--- src/rtl/mux_rr_arbiter.sv ---
// Round-robin arbiter that owns the select lines of a 3:1 selector and caps
// how long any one requester may hold the path while another is waiting.
module mux_rr_arbiter #(
  parameter int unsigned WIDTH    = 1,
  parameter int unsigned MAX_HOLD = 4
) (
  input  logic             clk,
  input  logic             rst_n,
  input  logic             req_a,
  input  logic             req_b,
  input  logic             req_c,
  input  logic [WIDTH-1:0] a,
  input  logic [WIDTH-1:0] b,
  input  logic [WIDTH-1:0] c,
  output logic             gnt_a,
  output logic             gnt_b,
  output logic             gnt_c,
  output logic             s0,
  output logic             s1,
  output logic [WIDTH-1:0] y,
  output logic             y_valid
);

  typedef enum logic {
    ST_IDLE,
    ST_BUSY
  } state_t;

  // Requester ids double as the {s1,s0} select code; NONE is the idle code.
  typedef enum logic [1:0] {
    ID_A    = 2'b00,
    ID_B    = 2'b01,
    ID_C    = 2'b10,
    ID_NONE = 2'b11
  } id_t;

  localparam int unsigned    HW       = $clog2(MAX_HOLD + 1);
  localparam logic [HW-1:0]  HOLD_MAX = HW'(MAX_HOLD);
  localparam logic [HW-1:0]  HOLD_ONE = HW'(1);

  state_t        r_state;
  id_t           r_owner;
  id_t           r_last;
  logic [HW-1:0] r_hold;
  logic [2:0]    r_gnt;

  logic [2:0]    w_req;
  logic [2:0]    w_owner_mask;
  logic [2:0]    w_others;
  logic          w_owner_req;
  logic          w_take;
  id_t           w_pick;
  state_t        w_nxt_state;
  id_t           w_nxt_owner;
  id_t           w_nxt_last;
  logic [HW-1:0] w_nxt_hold;
  logic [2:0]    w_nxt_gnt;

  // First requester in rotating order, starting just after the last-served one.
  function automatic id_t f_pick(input logic [2:0] req, input id_t last);
    id_t         win;
    int unsigned idx;
    logic [1:0]  sel;
    win = ID_NONE;
    for (int unsigned k = 1; k <= 3; k++) begin
      idx = (32'(last) + k) % 3;
      sel = idx[1:0];
      if (win == ID_NONE && req[sel]) win = id_t'(sel);
    end
    return win;
  endfunction

  assign w_req = {req_c, req_b, req_a};

  always_comb begin
    w_owner_mask = '0;
    case (r_owner)
      ID_A:    w_owner_mask = 3'b001;
      ID_B:    w_owner_mask = 3'b010;
      ID_C:    w_owner_mask = 3'b100;
      default: w_owner_mask = '0;
    endcase
  end

  // With the owner masked out, one pick serves idle arbitration, handover and rotation.
  assign w_others    = w_req & ~w_owner_mask;
  assign w_owner_req = |(w_req & w_owner_mask);
  assign w_pick      = f_pick(w_others, r_last);

  always_comb begin
    w_nxt_state = r_state;
    w_nxt_owner = r_owner;
    w_nxt_last  = r_last;
    w_nxt_hold  = r_hold;
    w_take      = 1'b0;
    case (r_state)
      ST_IDLE: begin
        if (|w_req) w_take = 1'b1;
      end
      ST_BUSY: begin
        if (w_owner_req) begin
          if (|w_others && r_hold == HOLD_MAX) begin
            w_take = 1'b1;
          end else if (|w_others) begin
            // Reaching the cap under contention always rotates, so this never wraps.
            w_nxt_hold = r_hold + HOLD_ONE;
          end else begin
            w_nxt_hold = HOLD_ONE;
          end
        end else if (|w_others) begin
          w_take = 1'b1;
        end else begin
          w_nxt_state = ST_IDLE;
          w_nxt_owner = ID_NONE;
          w_nxt_hold  = '0;
        end
      end
      default: begin
        w_nxt_state = ST_IDLE;
        w_nxt_owner = ID_NONE;
        w_nxt_hold  = '0;
      end
    endcase
    if (w_take) begin
      w_nxt_state = ST_BUSY;
      w_nxt_owner = w_pick;
      w_nxt_last  = w_pick;
      w_nxt_hold  = HOLD_ONE;
    end
  end

  always_comb begin
    w_nxt_gnt = '0;
    case (w_nxt_owner)
      ID_A:    w_nxt_gnt = 3'b001;
      ID_B:    w_nxt_gnt = 3'b010;
      ID_C:    w_nxt_gnt = 3'b100;
      default: w_nxt_gnt = '0;
    endcase
  end

  always_ff @(posedge clk or negedge rst_n) begin
    if (!rst_n) begin
      r_state <= ST_IDLE;
      r_owner <= ID_NONE;
      r_last  <= ID_C;
      r_hold  <= '0;
      r_gnt   <= '0;
    end else begin
      r_state <= w_nxt_state;
      r_owner <= w_nxt_owner;
      r_last  <= w_nxt_last;
      r_hold  <= w_nxt_hold;
      r_gnt   <= w_nxt_gnt;
    end
  end

  assign {gnt_c, gnt_b, gnt_a} = r_gnt;
  assign s0      = r_owner[0];
  assign s1      = r_owner[1];
  assign y_valid = |r_gnt;

  always_comb begin
    y = '0;
    case (r_owner)
      ID_A:    y = a;
      ID_B:    y = b;
      ID_C:    y = c;
      default: y = '0;
    endcase
  end

  a_gnt_onehot: assert property (@(posedge clk) disable iff (!rst_n) $onehot0(r_gnt));
  a_sel_idle:   assert property (@(posedge clk) disable iff (!rst_n)
                                 ((r_gnt == 3'b000) == (r_owner == ID_NONE)));

endmodule

--- config.mk ---
export PLATFORM = sky130hd
export DESIGN_NAME = mux_rr_arbiter
export DESIGN_NICKNAME = d
export VERILOG_FILES = /design/src/rtl/mux_rr_arbiter.sv
export SDC_FILE = /design/constraint.sdc
export NUM_CORES = 1
export LEC_CHECK = 0
export ABC_AREA = 0
export CAP_MARGIN = 10
export CORE_AREA = 2 2 46 48
export DETAILED_ROUTE_END_ITERATION = 10
export DIE_AREA = 0 0 48 50
export GPL_TIMING_DRIVEN = 0
export PLACE_DENSITY = 0.88
export SKIP_CTS_REPAIR_TIMING = 1
export SLEW_MARGIN = 30
export SYNTH_ARGS = -nofsm -noshare
export SYNTH_HDL_FRONTEND = slang
export SYNTH_SLANG_ARGS = --single-unit
export TNS_END_PERCENT = 10
--- constraint.sdc ---
create_clock -name clk -period 2.2 [get_ports clk]
set_clock_uncertainty 0.2 [all_clocks]
set_input_delay 0.33 -clock clk [delete_from_list [all_inputs] [get_ports clk]]
set_output_delay 0.33 -clock clk [all_outputs]
set_load 0.1 [all_outputs]
* Yosys cells after proc, flatten, opt, wreduce, memory -nomap -nowiden
Cells that the tools add are included.
** Cells by class
- Add/sub/neg operators :: 4
- Bitwise operators :: 4
- Div/mod/pow operators :: 3
- Magnitude comparators :: 3
- Eq/ne operators :: 9
- Muxes and demuxes :: 30
- Reductions and logical operators :: 11
** Operators with widths (count)
- remainder unit 32 x 2 -> 32 bit (second input constant) :: 3
- 2-to-1 mux 3 bit :: 6
- case mux 3 bit (3 select lines) :: 2
- 2-to-1 mux 2 bit :: 7
- OR reduction 3 bit :: 4
- 2-to-1 mux 1 bit :: 10
- < comparator 2 x 3 -> 1 bit (second input constant) :: 3
- == test 2 bit (second input constant) :: 4
- adder 2 x 2 -> 3 bit (second input constant) :: 2
- AND 3 bit :: 2
- binary-select mux 1 bit (select 2 bit) :: 3
- inequality test 3 bit (second input constant) :: 2
- == test 2 x 1 -> 1 bit (second input constant) :: 2
- zero test 2 bit :: 2
- adder 2 x 1 -> 3 bit (second input constant) :: 1
- adder 3 x 1 -> 3 bit (second input constant) :: 1
- == test 3 bit (second input constant) :: 1
- logical AND 1 bit :: 3
- NOT 3 bit :: 1
- case mux 1 bit (3 select lines) :: 1
- AND reduction 3 bit :: 1
- case mux 1 bit (2 select lines) :: 1
- nonzero test 2 bit :: 1
- NOT 1 bit :: 1
** Storage, ports and cells
- Input bits :: 8
- Output and inout port bits :: 7
- Register bits after elaboration :: 11

* Longest topological paths before layout
Gate-level depths: netlist of the first run.
- Depth in word-level cells :: 16
- Gate-level depth with buffers :: 8

* Worst setup path after synthesis of the first run
OpenSTA, ideal clock, no wires.
- Kind :: register to output
- Start point :: register r_owner[0]
- End point :: output port y
- Data arrival time :: 2.657 ns
- Data required time :: 1.670 ns
- Slack :: -0.987 ns
- Cell stages (with the launch flop) :: 4
- Path buffers :: 1
- Cell sequence :: dfstp_2 -> buf_6 -> mux2i_1 -> o22ai_1
** Between the ends
- Longest elaborated chain between the ends :: 2
- Elaborated cells between the ends (all ways) :: 4
- Those cells by class :: eq/ne: 2; mux: 1; reduce/logical: 1
** Ends and longest elaborated chain
- from (decl) :: RTL line 42 : id_t r_owner;
- from (signal assigned) :: RTL line 151 : r_owner <= w_nxt_owner;
- == test 2 bit (tied with other cells) :: RTL line 165 : case (r_owner)
- case mux 1 bit (3 select lines) (*) :: RTL line 165
- to (decl) :: RTL line 20 : output logic [WIDTH-1:0] y,
Every way passes the cells marked *; elsewhere a longest branch is shown, timed or not.

* Worst setup path after layout of the first run
- Start point :: register r_owner[1]
- End point :: output port y
The elaborated chain is that of the path after synthesis.

==> results by stage, run 1 <==
Worst setup path:
- Measured in cells, the most critical reg-to-reg path has a length of 7.
- STA puts the critical path data required time at 1.67 ns.
- The cell family contributing the most delay on the critical path is flip-flops.
- On the worst path, the slowest cell contributes a delay of 0.64 ns.
- At the worst endpoint, the arrival time is 1.73 ns.
- STA classifies the critical path startpoint as a flop.
- The largest individual stage delay along the critical path comes from the cell dfstp_4.
- The reg2reg setup slack is -0.02 ns.
- The signal on the critical path passes through buf_4 > nand2b_4 > o22ai_4 > clkbuf_4.
- The startpoint identified for the worst register-to-register timing path is r_owner[0].
- The start-to-end type of the worst setup path is reg2out.
- The endpoint of the lowest-slack register-to-register path is r_gnt[2].
- The buffers plus inverters on the worst setup path is 2.
- STA classifies the critical path endpoint as an output pin.
- Along the worst path, the maximum fanout reaches 10.

Cells and area:
- Fill cells in the final layout number ~150.
- The number of nets in the layout is 140.
- Cells with a size suffix above 1 make up 23.0% of the layout.
- At the end of the flow the core is filled with cells to 63.0%.
- 0 antenna diodes ended up in the layout.
- The library cells used most frequently in the layout, excluding fill and tap cells, are inv_1 (10), a21oi_1 (10), o21ai_0 (9).
- The growth of design area from synthesis to finish is 24.9%.

Drt:
- The via total after detailed routing is ~900.
- After the first detailed-routing iteration, the DRC count stood at 13.
- Using the TritonRoute via totals, the vias-per-cell ratio works out to 5.90.
- For this run, the detailed router's first-pass iteration total came to 4.
- For this run, design rule violations remaining after detail routing come to 0.
- The total detailed-routing wirelength is 2.19 mm.
- In the final routed layout, each cell accounts on average for roughly 14 um.
- In this run the remaining antenna-violating nets after routing total 0.

Global routing:
- The first global-routing pass estimated approximately 3.7 mm of wire.
- Across every metal layer, demand over resource in global routing totals around a fifth.
- The number of antenna violations at the first check in global routing is 0.
- Entering global routing, the biggest net connects 12 pins.
- The via count of the first global-routing pass is 791.
- For this run the aggregate overflow at the end of global routing stands at 0.

Die:
- The area of the core is 1900 um2.
- The count of pins on the block boundary is 15.
- The vertical die dimension is around 50 um.
- The die is 48 um wide.
- The number of placement rows is 16.
- The die area is approximately 2400 um2.
- Once the floorplan was initialized, standard cells occupied 50.5% of the core.

Placement:
- The final weighted congestion in routability-driven placement is 0.904.
- The wire-length estimate of the detail-placed layout is 1.72 mm.
- Port buffering added 14 buffers.

Min path:
- In this run the worst hold path is classified as in2async.

Synth:
- The number of different library cells in the post-synthesis netlist is 45.
- Sequential cells were found to cover 29.1% of the synthesized design area.
- The number of enable-type register cells in the synthesized netlist is 0.
- Counting every instance in the synthesized netlist gives about 110.
- Averaged over all synthesized cells, the footprint is approximately 9 um2.
- The most used flip-flop cell after synthesis is dfrtp_1.
- The netlist area before placement is 960 um2.
- The number of nets handed over by synthesis was 121.
- After synthesis the netlist holds a flip-flop and latch count of 11.
- For this run, asynchronously set or reset flops after synthesis account for 100%.
- During synthesis, Yosys emitted a total of 0 warnings.

Timing:
- The final hold violation count came to 0.
- The pin slew with the least headroom to its limit is between 0.9 and 1 ns.
- Setup slack on the critical path of the routed design comes to -0.0621 ns.
- The count of final max-slew check failures is 0.
- Dividing the final minimum period by the clock period gives 103%.
- Setup repair after global routing could not meet its margin everywhere.
- The worst hold-check slack is 0.188 ns.
- The smallest clock period supported by the final layout is computed as 2.26 ns.
- The final-report setup violation count is 2.
- Derived from the worst setup path, the maximum achievable clock frequency is about 440 MHz.
- The worst relative slew slack is between 30% and 40%.

Outcome:
- The flow ran to the end, but the final reports show violations.
- The final reports fail on negative setup slack.

Clock network:
- TritonCTS built the clock tree.
- CTS built an H-tree with a depth of 1.
- The number of buffers inserted during clock tree synthesis is 3.
- The worst-skew pair later-pin latency is around 0.26 ns.
- The number of buffers between clock root and the deepest sink is 2.
- For this design, the sink count on the clock tree is 11.
- The clock-pin slew on the worst setup and hold paths is roughly 0.060 ns.
- The root buffer cell is clkbuf_4.

Flow run:
- The count of max-cap constraint violations is 0.
## Yosys cell counts, types with 2 or more instances
cell / number / area share (%)
a21oi_1: 10 / 5.2
inv_1: 10 / 3.9
o21ai_0: 9 / 4.7
dfrtp_1: 8 / 21
nor2_1: 6 / 2.3
ha_1: 5 / 6.5
nand3_1: 5 / 2.6
o21ai_1: 5 / 2.6
dfstp_2: 3 / 8.2
nand2_1: 3 / 1.2
nor2b_1: 3 / 2.0
a2111oi_2: 2 / 3.1
and2_1: 2 / 1.3
buf_2: 2 / 1.0
buf_6: 2 / 2.3
mux2i_1: 2 / 2.1
nand3b_1: 2 / 1.6
or3_1: 2 / 1.3
## flip-flops by register name, indices dropped and copies added, names as in the netlist
| register | cells |
|---|---|
| r_gnt | 3 |
| r_hold | 3 |
| r_last | 2 |
| r_owner | 2 |
| r_state | 1 |
## layout make-up
type	count	area (um2)	share of cell area, %
Buffer	5	40.0	3.34
Multi-Input combinational cell	82	637	53.1
Tap cell	27	33.8	2.82
Sequential cell	11	287	23.9
Timing Repair Buffer	14	138	11.5
Inverter	10	37.5	3.13
Clock buffer	4	26.3	2.19
## worst max path at each step
stage,depth (start not counted),slack (ns),start,endpoint
finish,4,-0.06,r_owner[1],y
global route,7,-0.15,r_owner[0],r_gnt[2]
CTS,4,-0.88,r_owner[1],y
detailed placement,4,-0.59,r_owner[1],y
global placement,4,-0.57,r_owner[1],y
floorplan,1,-0.05,r_gnt[1],y_valid
## cells by family (layout without fill, tap and decap cells)
| family | after synthesis | after routing | share of synthesized area (%) |
|---|---|---|---|
| buffers and inverters | 15 | 33 | 8.08 |
| adder cells (fa/ha/maj) | 6 | 6 | 7.69 |
| XOR/XNOR | 1 | 1 | 0.913 |
| AND/OR/NAND/NOR | 31 | 31 | 19.7 |
| multiplexers | 3 | 3 | 3.52 |
| flip-flops | 11 | 11 | 29.1 |
| AO/OA/AOI/OAI | 41 | 41 | 31.0 |
## worst reg2reg max path, cell delays in order, from the launching register on
cell and delay [ns]:
dfstp_4 0.65, buf_6 0.16, mux2i_2 0.30, nor3b_1 0.09, o21ai_0 0.24, o21ai_0 0.16, a31oi_2 0.21, and2_1 0.15
## metrics by stage
| stage | setup TNS [ns] | instances | worst slack, ns | cell area (um2) |
|---|---|---|---|---|
| floorplan | -0.0769 | 108 | -0.0476 | 981 |
| global placement | -1.19 | 149 | -0.566 | 1150 |
| detailed placement | -1.59 | 149 | -0.589 | 1150 |
| CTS | -2.21 | 153 | -0.883 | 1180 |
| global route | -0.488 | 153 | -0.148 | 1200 |
| finish | -0.0878 | 153 | -0.0621 | 1200 |
## layer usage
layer  global-route usage [%]  vias to the layer above  share of wire [%]
li1                         -                      438                  -
met1                     28.8                      436                 44
met2                     32.2                       26                 51
met3                     5.49                        2                5.0
met4                     3.60                        0               0.36
met5                        0                        -                  0
Power of run 1 is not shown: default switching activity piles up to over one toggle a cycle in this logic, so the estimate is an artifact.
==> run 2, diff against run 1 <==
--- a/config.mk
+++ b/config.mk
@@ -13,6 +13,7 @@
 export GPL_TIMING_DRIVEN = 0
 export PLACE_DENSITY = 0.88
 export SKIP_CTS_REPAIR_TIMING = 1
+export SKIP_LAST_GASP = 1
 export SLEW_MARGIN = 30
 export SYNTH_ARGS = -nofsm -noshare
 export SYNTH_HDL_FRONTEND = slang
==> run 2 against run 1 <==
Net effect:
- the flow still finishes with violations (negative setup slack)
- first-iteration DRC count up 130%
- sequential cell count unchanged
- clock-buffer cell count unchanged
- global-route usage unchanged
- worst setup slack worse by 0.13 ns
- register-to-register slack worse by 0.02 ns
==> results by stage, run 2 (synthesis results as in run 1) <==
Global routing:
- The number of antenna violations at the first check in global routing came to 0.
- For this run, the total global-route usage over all layers was measured as 20.8%.
- The via count of the first global-routing pass was 791.
- Entering global routing, the biggest net connects 12 pins.
- The global-route congestion overflow total is 0.
- The global-route wire length before repair is 3.65 mm.

Cells and area:
- Fill cells in the final layout number roughly 160.
- The non-filler instance count after layout is 153.
- After routing the design area is 1180 um2.
- Leaving out fill and tap cells, the most frequent cells in the layout are inv_1 (10), a21oi_1 (10), clkdlybuf4s50_1 (10).
- The largest registers in the layout are r_gnt (3), r_hold (3).
- The share of cells above drive strength 1 is between 15 and 20%.
- The storage element area is roughly 290 um2.
- The multi-input combinational cells in the finished layout cover a total of 617 um2.
- The antenna diode count is 0.
- The growth of design area from synthesis to finish is 23.3%.
- At the end of the flow, the number of nets in the layout was between 100 and 150.

Clock network:
- In this run the number of H-tree levels came out at 1.
- The number of buffers inserted during clock tree synthesis is 3.
- The worst-skew pair later-pin latency is 0.26 ns.
- The clock-pin slew on the worst setup and hold paths is 0.06 ns.
- The clock passes through at most 2 buffers.
- TritonCTS built the clock tree.
- The root buffer cell is clkbuf_4.
- For this design, the sink count on the clock tree is 11.

Timing:
- The count of final max-slew check failures came to 0.
- The setup slack after layout is -0.190 ns.
- Setup repair after global routing could not meet its margin everywhere.
- The final hold violation count is 0.
- For the finished layout, the period the worst path requires is between 2 and 2.5 ns.
- For this run, the top clock speed supported by timing is 418 MHz.
- Of the available clock period, the critical path in the final layout requires 109%.
- Setup violations remaining at the end of the flow were counted as 5.
- The pin slew with the least headroom to its limit is 0.965 ns.
- The worst relative slew slack is a little over a third.

Die:
- Once the floorplan was initialized, standard cells occupied 50.5% of the core.
- The floorplan step defined a core boundary enclosing 1900 um2.
- Measured along the y axis, the die boundary spans around 50 um.
- The number of placement rows is 16.
- The die width is 48 um.
- The count of pins on the block boundary is 15.
- The die covers 2400 um2.

Drt:
- The average via count per standard cell is 5.95.
- The routed layout has 911 vias.
- The first routing iteration left 30 violations.
- The first detailed-routing pass ran for 4 iterations.
- Once detail routing completed, the nets flagged for antenna violations numbered 0.
- The final layout contains routed wiring with a total length of 2.18 mm.
- The wire length per cell after detailed routing is 14.3 um.
- The number of remaining DRC errors is 0.

Outcome:
- The run finished, with violations left.
- The final reports fail on negative setup slack.

Worst setup path:
- The cell family contributing the most delay on the critical path is buffers and inverters.
- Along the worst path, the maximum fanout reaches 10.
- The largest single stage delay on the critical path is between 0.6 and 0.7 ns.
- The buffers plus inverters on the worst setup path is 2.
- The source of the critical timing path is r_owner[1].
- STA puts the critical path data required time at 1.67 ns.
- The worst setup path is of the reg2out kind.
- The worst-path cell with the longest stage delay is dfstp_4.
- The data arrival time at the worst-slack endpoint is between 1.5 and 2 ns.
- The launch point of the worst reg-to-reg path is r_last[0].
- The kind of start point of the critical path is a flop.
- Traced cell by cell, the critical path runs through buf_4 > nand2b_4 > o22ai_4 > clkbuf_2.
- STA classifies the critical path endpoint as an output pin.

Placement:
- Routability-driven placement finished with a final weighted congestion of 0.904.
- Counting tap cells, the placed design contains a total of approximately 150 instances.
- Once placement finished, the instance area stood at 1150 um2.
- The HPWL after detailed placement is 1.72 mm.
- Input and output buffers added on the ports amount to 14.

Flow run:
- The count of max-cap constraint violations is 0.

Min path:
- The class of the worst hold path is in2async.
## run 2: changes by cell type in the layout (fill, tap and decap cells not counted), sizes merged
cell | previous run | this run
clkbuf | 7 | 5
clkdlybuf4s50 | 7 | 10
dlymetal6s2s | 4 | 3
## run 2: routing by layer
metal | global-route usage, % | wire length [um] | up-vias
met5 | 0 | 0 | -
met3 | 5.49 | 149 | 2
met4 | 3.60 | 10 | 0
met1 | 28.8 | 928 | 440
met2 | 32.2 | 1090 | 34
li1 | - | - | 435
## run 2: worst paths after layout
| path | endpoint | slack, ns | cells after the start |
|---|---|---|---|
| worst max-delay path | y | -0.19 | 4 |
| worst min-delay path | r_state | 0.19 | 1 |
| worst max register to register | r_gnt[2] | -0.04 | 7 |
| worst min register to register | r_last[1] | 0.30 | 2 |
| max in group asynchronous | r_last[1] | 1.26 | 1 |
| min in group clk | r_last[1] | 0.30 | 2 |
## run 2: per-stage QoR
step	utilization [%]	worst slack, ns	setup TNS [ns]	hold slack [ns]
floorplan	-	-0.0476	-0.0769	-0.166
global placement	60.7	-0.566	-1.19	0.285
detailed placement	60.7	-0.589	-1.59	0.297
CTS	62.1	-0.883	-2.21	0.192
global route	62.2	-0.268	-1.04	0.233
finish	62.2	-0.190	-0.396	0.190
## run 2: layout make-up
| cell class | count | share of cell area, % |
|---|---|---|
| clock buffer | 4 | 2.22 |
| sequential | 11 | 24.2 |
| inverter | 10 | 3.17 |
| multi-input combinational | 82 | 52.1 |
| buffer | 5 | 3.38 |
| tap | 27 | 2.85 |
| timing repair buffer | 14 | 12.1 |
## run 2: worst register-to-register path: cells and delay by family, from the launching register on
kind	cells	cell delay, ns
flip-flops	1	0.38
AND/OR/NAND/NOR	1	0.18
AO/OA/AOI/OAI	4	1.01
adder cells (fa/ha/maj)	1	0.29
buffers and inverters	1	0.07
Power of run 2 is left out for the same reason.
==> run 3, diff against run 2 <==
--- a/config.mk
+++ b/config.mk
@@ -7,11 +7,14 @@
 export LEC_CHECK = 0
 export ABC_AREA = 0
 export CAP_MARGIN = 10
-export CORE_AREA = 2 2 46 48
+export CELL_PAD_IN_SITES_DETAIL_PLACEMENT = 1
+export CELL_PAD_IN_SITES_GLOBAL_PLACEMENT = 2
+export CORE_AREA = 2 2 58 60
 export DETAILED_ROUTE_END_ITERATION = 10
-export DIE_AREA = 0 0 48 50
+export DIE_AREA = 0 0 60 62
 export GPL_TIMING_DRIVEN = 0
 export PLACE_DENSITY = 0.88
+export REMOVE_ABC_BUFFERS = 1
 export SKIP_CTS_REPAIR_TIMING = 1
 export SKIP_LAST_GASP = 1
 export SLEW_MARGIN = 30
==> run 3 against run 2 <==
Net effect:
- the run still ends with negative setup slack left
- wire length grew 11%
- core utilization fell by 26 points
- worst setup slack worse by 0.014 ns
- sequential cell count stayed put
- non-clock buffer count down 5
- fmax shrank 0.59%
- die area up 55%
- clock-buffer cell count did not move
- first-iteration DRC count decreased by 27%
- design area fell by 3.2%
==> results by stage, run 3 (synthesis results as in run 1) <==
Placement:
- In this run the cell area measured after placement is 1120 um2.
- The number of input and output port buffers inserted is 14.
- Once detailed placement completed, the half-perimeter wirelength came to 1.90 mm.
- The number of placed instances, taps included, is 163.
- The final weighted congestion in routability-driven placement is between 0.7 and 0.8.

Clock network:
- The number of buffers between clock root and the deepest sink is 2.
- The CTS tree is done.
- The number of buffers inserted during clock tree synthesis is 3.
- Clock-pin slew was measured on the worst setup and hold paths at ~0.070 ns.
- The root buffer cell is clkbuf_4.
- In this run the number of H-tree levels came out at 1.
- The clock net in this run drives a total of 11 sinks.
- The worst-skew pair later-pin latency is between 0.2 and 0.3 ns.

Drt:
- Summing over every cut layer, the via total after detailed routing is 862.
- The violation count after the first detailed-route iteration is 22.
- Dividing the detail-routed wire length by the instance count gives ~14 um.
- In this run the remaining antenna-violating nets after routing total 0.
- Wires add up to 2.42 mm.
- The number of detailed-routing iterations run before antenna repair is 4.
- The number of remaining DRC errors is 0.
- The average via count per standard cell is around 5.2.

Worst setup path:
- For this design, the slowest cell found on the critical path is clkdlybuf4s50_1.
- STA puts the critical path data required time at approximately 2.2 ns.
- The kind of start point of the critical path is an input port.
- STA classifies the critical path endpoint as a flop.
- Along the worst path, the maximum fanout reaches 14.
- Walking the worst path, the cells encountered are clkdlybuf4s50_1 > nor2b_1 > a2111oi_2 > o21ai_1 > o21ai_0 > a31oi_2 > and2_1.
- The delay contributed by the slowest stage of the critical path is 0.66 ns.
- The start-to-end type of the worst setup path is in2reg.
- Data on the critical path arrives at its endpoint at 2.36 ns.

Cells and area:
- Summing all flip-flop and latch instances after layout gives 279 um2.
- The final instance area is 1150 um2.
- In the final layout, the registers with the most flip-flops are r_gnt (3), r_hold (3).
- In the final design database the tool counted 135 nets.
- The post-route netlist has ~16% of its cells at a drive strength greater than 1.
- In the final layout, the multi-input gates occupy between 600 and 700 um2.
- Excluding fillers, the count of instances in the completed layout stands at 167.
- The filler cells instantiated in the layout total 373.
- Relative to the synthesized area, the layout overhead comes to 19.4%.
- The antenna diode count is 0.
- The library cells used most frequently in the layout, excluding fill and tap cells, are inv_1 (10), a21oi_1 (10), clkdlybuf4s50_1 (10).

Timing:
- Of the available clock period, the critical path in the final layout requires 109%.
- Setup repair after global routing could not meet its margin everywhere.
- Across all setup checks in the final design, the least slack found is -0.204 ns.
- The worst path in the final design needs a cycle of 2.40 ns, including I/O delays and setup.
- For this run, the top clock speed supported by timing is 416 MHz.
- The final hold violation count is 0.
- In the final timing run, aggregate negative setup slack is -1.18 ns.
- The count of final max-slew check failures is 0.
- The final-report setup violation count is 12.
- At the pin with the least slew margin, the transition time is ~0.97 ns.
- The worst relative slew slack is 35.1%.

Die:
- The count of pins on the block boundary is 15.
- The floorplan step defined a die boundary enclosing around 3700 um2.
- The area of the core is 3180 um2.
- From bottom edge to top edge, the die measures about 62 um.
- Once the floorplan was initialized, standard cells occupied between 30% and 40% of the core.
- The die width is roughly 60 um.
- The number of placement rows is 21.

Global routing:
- The total routing usage reported by global routing is 15.4%.
- The via count of the first global-routing pass is 951.
- The global-route wire length before repair is 4.32 mm.
- The number of antenna violations at the first check in global routing is 0.
- The global-route congestion overflow total is 0.
- The pin count of the biggest net entering global routing is 16.

Flow run:
- The count of max-cap constraint violations is 0.

Outcome:
- The run finished, with violations left.
- The checks that failed: negative setup slack.

Min path:
- The class of the worst hold path is in2async.
==> run 3: cell types whose count changed in the layout (fill, tap and decap cells not counted) <==
cell     delta
buf_2       -2
o22ai_4     -1
dfstp_4     -2
o22ai_1     +1
dfstp_2     +2
buf_6       -2
buf_4       -1
==> run 3: metal layers <==
| layer | GRT usage [%] | vias to the layer above | wire [um] |
|---|---|---|---|
| met5 | 0 | - | 0 |
| met4 | 3.49 | 0 | 8 |
| met3 | 4.35 | 2 | 56 |
| met1 | 18.2 | 424 | 1140 |
| li1 | - | 423 | - |
| met2 | 27.6 | 13 | 1210 |
==> run 3: final timing paths <==
check                      cells past startpoint       start          to  slack (ns)
max                                            7       req_b    r_gnt[2]       -0.20
min                                            1       rst_n     r_state        0.19
max reg2reg                                    6  r_owner[1]    r_gnt[2]       -0.10
min reg2reg                                    2   r_last[1]   r_last[1]        0.29
max in group asynchronous                      1       rst_n  r_owner[1]        1.26
min in group clk                               2   r_last[1]   r_last[1]        0.29
==> run 3: critical path, delay by kind of cell <==
kind | cells | cell delay, ns
and+or+nand+nor | 2 | 0.42
AOI/OAI and AO/OA | 4 | 0.96
buffers and inverters | 1 | 0.66
==> run 3: final cells by class <==
cell class                      count  share of cell area (%)
Clock buffer                        4                    2.29
Inverter                           10                    3.28
Multi-Input combinational cell     82                    52.6
Sequential cell                    11                    24.3
Tap cell                           46                    5.02
Timing Repair Buffer               14                    12.4
==> run 3: through the flow <==
step	hold WS [ns]	util, %	worst slack [ns]
floorplan	-0.166	-	-0.973
global placement	0.287	35.1	-0.461
detailed placement	0.286	35.1	-0.477
CTS	0.196	36.0	-0.774
global route	0.210	36.0	-0.361
finish	0.188	36.0	-0.204
Power of run 3 is left out for the same reason.
